--- src/rtl/cdc_app_pkg.sv ---
// Shared constants and FSM state type for the CDC echo application stage.
package cdc_app_pkg;

    localparam logic [7:0] ASCII_CR   = 8'h0D;
    localparam logic [7:0] ASCII_LF   = 8'h0A;
    localparam logic [7:0] ASCII_a    = 8'h61;
    localparam logic [7:0] ASCII_z    = 8'h7A;
    localparam logic [7:0] CASE_DELTA = 8'h20;

    typedef enum logic {
        PASS,
        INS_LF
    } app_state_e;

endpackage

--- src/rtl/byte_fifo.sv ---
// Byte FIFO, power-of-two depth, with occupancy count and a zeroed head when empty.
module byte_fifo #(
    parameter int DEPTH = 16
) (
    input  logic                     clk_i,
    input  logic                     rstn_i,
    input  logic                     push_i,
    input  logic [7:0]               data_i,
    input  logic                     pop_i,
    output logic [7:0]               data_o,
    output logic                     full_o,
    output logic                     empty_o,
    output logic [$clog2(DEPTH):0]   count_o
);

    localparam int AW = $clog2(DEPTH);
    localparam logic [AW:0]   CNT_ONE  = (AW+1)'(1);
    localparam logic [AW:0]   CNT_FULL = (AW+1)'(DEPTH);
    localparam logic [AW-1:0] PTR_ONE  = AW'(1);

    logic [7:0]    mem [DEPTH];
    logic [AW-1:0] wr_ptr;
    logic [AW-1:0] rd_ptr;
    logic [AW:0]   count;
    logic          do_push;
    logic          do_pop;

    assign full_o  = (count == CNT_FULL);
    assign empty_o = (count == '0);
    assign count_o = count;
    assign do_push = push_i & ~full_o;
    assign do_pop  = pop_i & ~empty_o;
    assign data_o  = empty_o ? 8'h00 : mem[rd_ptr];

    // NOTE: storage has no reset; the head is gated by empty_o, so stale contents never reach data_o.
    always_ff @(posedge clk_i) begin
        if (do_push) mem[wr_ptr] <= data_i;
    end

    always_ff @(posedge clk_i or negedge rstn_i) begin
        if (!rstn_i) begin
            wr_ptr <= '0;
            rd_ptr <= '0;
            count  <= '0;
        end else begin
            if (do_push) wr_ptr <= wr_ptr + PTR_ONE;
            if (do_pop)  rd_ptr <= rd_ptr + PTR_ONE;
            case ({do_push, do_pop})
                2'b10:   count <= count + CNT_ONE;
                2'b01:   count <= count - CNT_ONE;
                default: count <= count;
            endcase
        end
    end

endmodule

--- src/rtl/cdc_echo_app.sv ---
// Echo stage on the usb_cdc byte streams: buffers OUT bytes, optionally upcases
// and expands CR to CR,LF, returns them on IN, and flags a quiet link via sleep_o.
module cdc_echo_app
    import cdc_app_pkg::*;
#(
    parameter int DEPTH       = 16,
    parameter bit UPCASE      = 1'b1,
    parameter bit EXPAND_CR   = 1'b1,
    parameter int IDLE_CYCLES = 48000
) (
    input  logic       clk_i,
    input  logic       rstn_i,
    input  logic [7:0] out_data_i,
    input  logic       out_valid_i,
    output logic       out_ready_o,
    output logic [7:0] in_data_o,
    output logic       in_valid_o,
    input  logic       in_ready_i,
    output logic       sleep_o
);

    localparam int CNT_W  = $clog2(DEPTH) + 1;
    localparam int IDLE_W = $clog2(IDLE_CYCLES + 1);
    localparam logic [CNT_W-1:0]  DEPTH_CNT = CNT_W'(DEPTH);
    localparam logic [IDLE_W-1:0] IDLE_MAX  = IDLE_W'(IDLE_CYCLES);
    localparam logic [IDLE_W-1:0] IDLE_ONE  = IDLE_W'(1);

    function automatic logic [7:0] upcase(input logic [7:0] b);
        if (b >= ASCII_a && b <= ASCII_z) return b - CASE_DELTA;
        return b;
    endfunction

    app_state_e        state;
    logic              run_q;
    logic              fifo_full;
    logic              fifo_empty;
    logic [CNT_W-1:0]  fifo_count;
    logic [7:0]        fifo_head;
    logic              out_accept;
    logic              in_accept;
    logic              lf_push;
    logic              is_cr;
    logic              push;
    logic [7:0]        push_data;
    logic              idle_clear;
    logic [IDLE_W-1:0] idle_cnt;
    logic              sleep_q;

    assign out_ready_o = run_q & ~fifo_full & (state == PASS);
    assign out_accept  = out_valid_i & out_ready_o;
    assign in_valid_o  = ~fifo_empty;
    assign in_data_o   = fifo_head;
    assign in_accept   = in_valid_o & in_ready_i;
    assign is_cr       = EXPAND_CR && (out_data_i == ASCII_CR);
    // A pop in the same cycle does not make room for the LF; only a non-full count does.
    assign lf_push     = (state == INS_LF) && (fifo_count < DEPTH_CNT);
    assign idle_clear  = out_accept | in_accept | ~fifo_empty | (state != PASS);
    assign sleep_o     = sleep_q;

    // NOTE: every always_comb output gets a default first so no path infers a latch.
    always_comb begin
        push      = out_accept | lf_push;
        push_data = UPCASE ? upcase(out_data_i) : out_data_i;
        if (lf_push) push_data = ASCII_LF;
    end

    byte_fifo #(
        .DEPTH(DEPTH)
    ) u_fifo (
        .clk_i  (clk_i),
        .rstn_i (rstn_i),
        .push_i (push),
        .data_i (push_data),
        .pop_i  (in_accept),
        .data_o (fifo_head),
        .full_o (fifo_full),
        .empty_o(fifo_empty),
        .count_o(fifo_count)
    );

    always_ff @(posedge clk_i or negedge rstn_i) begin
        if (!rstn_i) begin
            state <= PASS;
            run_q <= 1'b0;
        end else begin
            run_q <= 1'b1;
            case (state)
                PASS:    if (out_accept && is_cr) state <= INS_LF;
                INS_LF:  if (lf_push) state <= PASS;
                default: state <= PASS;
            endcase
        end
    end

    always_ff @(posedge clk_i or negedge rstn_i) begin
        if (!rstn_i) begin
            idle_cnt <= '0;
            sleep_q  <= 1'b0;
        end else begin
            if (idle_clear)               idle_cnt <= '0;
            else if (idle_cnt != IDLE_MAX) idle_cnt <= idle_cnt + IDLE_ONE;
            sleep_q <= (idle_cnt == IDLE_MAX);
        end
    end

endmodule
--- config.mk ---
export PLATFORM = sky130hd
export DESIGN_NAME = cdc_echo_app
export DESIGN_NICKNAME = d
export VERILOG_FILES = /design/src/rtl/cdc_app_pkg.sv /design/src/rtl/byte_fifo.sv /design/src/rtl/cdc_echo_app.sv
export SDC_FILE = /design/constraint.sdc
export NUM_CORES = 1
export LEC_CHECK = 0
export CORE_ASPECT_RATIO = 0.75
export CORE_MARGIN = 10
export CORE_UTILIZATION = 50
export DETAILED_ROUTE_END_ITERATION = 16
export MAX_ROUTING_LAYER = met4
export PLACE_DENSITY = 0.67
export SYNTH_ARGS = -nofsm -noshare
export SYNTH_HDL_FRONTEND = slang
export SYNTH_SLANG_ARGS = --single-unit
--- constraint.sdc ---
create_clock -name clk_i -period 3.9 [get_ports clk_i]
set_input_delay 0.585 -clock clk_i [delete_from_list [all_inputs] [get_ports clk_i]]
set_output_delay 0.585 -clock clk_i [all_outputs]
set_load 0.05 [all_outputs]
==> results.toml <==
[outcome]
status = "complete, no violations"

[synth]
synth_mux_area_share_pct = 13.2
netlist_area_um2 = 7000
synth_adder_area_share_pct = 2.14
synth.distinct_cells = 49
synth_seq_cells = 160
synthXorXnorAreaFrac_pct = 2.13
synth_warnings = 0
synth_top_area_share_pct = 54.9
ys.flop_type = "edfxtp_1"
synth_compound_area_share_pct = 4.70
syn_nets = 468
synth_commonest_cells = "128 x edfxtp_1, 32 x dfrtp_1, 32 x mux4_2"
synth_top_family_by_area = "multiplexers"
synth-edff-count = 128
postSynthCellCount = 444
netlist_top_cells_area = "edfxtp_1 55%, dfrtp_1 11%, mux4_2 10%"
syn_avg_cell_area_um2 = 15.8
ys_async_sr_fraction_pct = 20.0
yosys.cell_count.top_type = "edfxtp_1"
synth_area_leader_cell = "edfxtp_1"
yosysSeqAreaShare_pct = 66.3
yosys.area_share.simple_pct = 9.26

[route]
avgRoutedWirePerCell_um = 21.1
dr.pass1.iters = 5
initialDrtViolationCount = 319
drc_errors = 0
drt_wl_total_mm = 14.2
vias = 3926
drtAntennaViolNets = 0
viasPerCell = 5.86

[timing]
finalCritPeriodShare_pct = 94.5
tightest_slew_ns = 0.887
rsz0062_at_grt = "false"
fin_setup_tns_ns = 0
finalCriticalPeriod_ns = 3.68
finalHoldViolCount = 0
slew_viol_final = 0
fin_ws_ns = 0.216
max_freq_mhz = 271
finClkSkew_ns = 0.0142
setup_viol = 0
slew_headroom_pct = 40.7

[floorplanning]
die-area_um2 = 19200
chipWidth_um = 157
die_h_um = 122
io_pins = 23
rows = 37
initial_core_util_pct = 51.1
core_area_um2 = 13700

[global_routing]
grt_overflow = 0
grt_max_degree = 33
grt_use_total_pct = 16.2
grt_pass1_vias = 3977
antenna_found_initial = 0
grt_pass1_wl_mm = 22.5

[clock_tree]
cts_buffers = 17
cts.repair.resized = 0
clockBufferDepth = 2
htree_levels = 4
path_clk_slew_ns = 0.06
root_buffer = "clkbuf_16"
cts_hold_buffers = 0
insertion_delay_ns = 0.43
post-cts-setup-buffers = 0
cts_sinks = 160
cts_tree = "yes"

[setup_path]
crit_family = "buffers and inverters"
crit_path_top_delay_cell = "clkdlybuf4s50_1"
cp_data_required_time_ns = 3.31
critical_path_class = "reg2out"
critPathBufInv = 2
crit_path_max_fanout = 11
worst_r2r_path_depth = 12
critPathCaptureType = "primary output"
worstPathArrival_ns = 3.10
r2r_slack_ns = 0.58
path_cells = "buf_4 > mux4_2 > mux2_2 > o21ai_0 > a21oi_1 > clkdlybuf4s50_1"
max_stage_delay_ns = 0.75
crit_start = "u_fifo.rd_ptr[1]"
r2r-start = "u_fifo.count_o[1]"
start_kind = "flip-flop"
r2r_end = "u_fifo.count_o[4]"

[hold_path]
hold_path_class = "reg2reg"
hold_start = "idle_cnt[15]"
min_path_cells = 2
worstHoldEndpoint = "idle_cnt[15]"

[placed_design]
dpl_cell_area_um2 = 7530
io_buffer_count = 22
dpl.cell_count = 639
dp_slack_ns = 0.435
gp_congestion = 0.797
dpl.hpwl_mm = 9.36

[final_layout]
area_delta_synth_final_pct = 15.6
drive_above_1_share_pct = 21.0
final_area_um2 = 8090
nFillCells = 1040
nets = 507
insertedDiodeCount = 0
fin_cells = 670

[power_and_ir_drop]
vdd.ir_drop.worst_mv = 0.380
power.leakage_uw = 0.00276
power_density_nw_per_um2 = 693

[run]
max_cap_viol_count = 0
-- worst max path at each step --
| stage | to | slack (ns) | cells past startpoint |
|---|---|---|---|
| 6_report | in_data_o[4] | 0.22 | 6 |
| 5_1_grt | in_data_o[4] | 0.06 | 6 |
| 4_1_cts | in_data_o[4] | 0.17 | 6 |
| 3_5_place_dp | u_fifo.count_o[4] | 0.43 | 12 |
| 3_3_place_gp | u_fifo.count_o[4] | 0.66 | 12 |
| 2_1_floorplan | u_fifo.count_o[4] | 0.77 | 14 |
-- per-layer routing --
layer	global-route usage [%]	routed length (um)	up-vias
li1	-	-	1816
met1	22.4	6790	2008
met2	23.2	6540	88
met3	4.23	704	14
met4	4.53	119	0
met5	-	0	-
-- cell usage in the layout, fill, tap and decap left out, types with 2 or more instances in the layout --
| cell type | n |
|---|---|
| edfxtp_1 | 128 |
| mux4_2 | 32 |
| dfrtp_1 | 31 |
| nand2_1 | 23 |
| a21oi_1 | 22 |
| clkdlybuf4s50_1 | 22 |
| buf_4 | 19 |
| nor2_1 | 17 |
| clkbuf_16 | 17 |
| inv_1 | 15 |
| o21ai_0 | 14 |
| ha_1 | 12 |
| nand3_1 | 11 |
| mux2_2 | 10 |
| nor3_1 | 10 |
| xnor2_1 | 10 |
| mux2i_1 | 9 |
| xor2_1 | 7 |
| or3_1 | 7 |
| and4b_1 | 6 |
| nor4_1 | 5 |
| inv_6 | 5 |
| or4_1 | 4 |
| and2_1 | 4 |
| nand2b_1 | 4 |
| nor4b_2 | 4 |
| nand4_1 | 4 |
| o21a_1 | 3 |
| nor4b_1 | 3 |
| clkinv_4 | 3 |
| o22ai_1 | 2 |
| or4_4 | 2 |
| o31ai_1 | 2 |
| o211ai_1 | 2 |
| clkinv_2 | 2 |
-- where the power goes --
group          switching, uW  total (uW)  internal (uW)
clock network            685        1570            886
logic                    996        1820            819
registers                222        2220           2000
-- layout make-up --
cell class,count,area (um2),share of cell area [%]
multi-input combinational,247,2230,27.5
timing repair buffer,42,383,4.73
clock buffer,17,425,5.26
inverter,15,56.3,0.696
sequential,160,4650,57.4
tap,175,219,2.71
clock inverter,14,133,1.64
-- state kept, by name (all words and copies together), names as in the netlist --
| register | cells |
|---|---|
| u_fifo.wr_ptr | 4 |
| state | 1 |
| u_fifo.count_o | 5 |
| idle_cnt | 16 |
| u_fifo.mem | 128 |
| u_fifo.rd_ptr | 4 |
| run_q | 1 |
| sleep_o | 1 |
-- metrics by stage --
| stage | utilization, % | hold slack (ns) | total power [uW] |
|---|---|---|---|
| 6_report | 59.0 | 0.565 | 5600 |
| 5_1_grt | 59.0 | 0.584 | 5870 |
| 4_1_cts | 59.0 | 0.570 | 5650 |
| 3_5_place_dp | 55.0 | 0.561 | 4080 |
| 3_3_place_gp | 55.0 | 0.538 | 4050 |
| 2_1_floorplan | - | 0.289 | 3510 |
-- cell families after synthesis --
group,count (synthesis)
flip-flops,160
AND/OR/NAND/NOR,111
AO/OA/AOI/OAI,55
multiplexers,51
buffers and inverters,37
XOR/XNOR,17
adder cells (fa/ha/maj),12
other,1
-- worst register-to-register path, delay by kind of cell (launching register included) --
kind	cells	cell delay, ns
AO/OA/AOI/OAI	4	0.95
buffers and inverters	2	0.24
adder cells (fa/ha/maj)	2	0.63
AND/OR/NAND/NOR	3	0.71
flip-flops	1	0.46
XOR/XNOR	1	0.20
No activity file was read; power rests on OpenSTA's default activity.
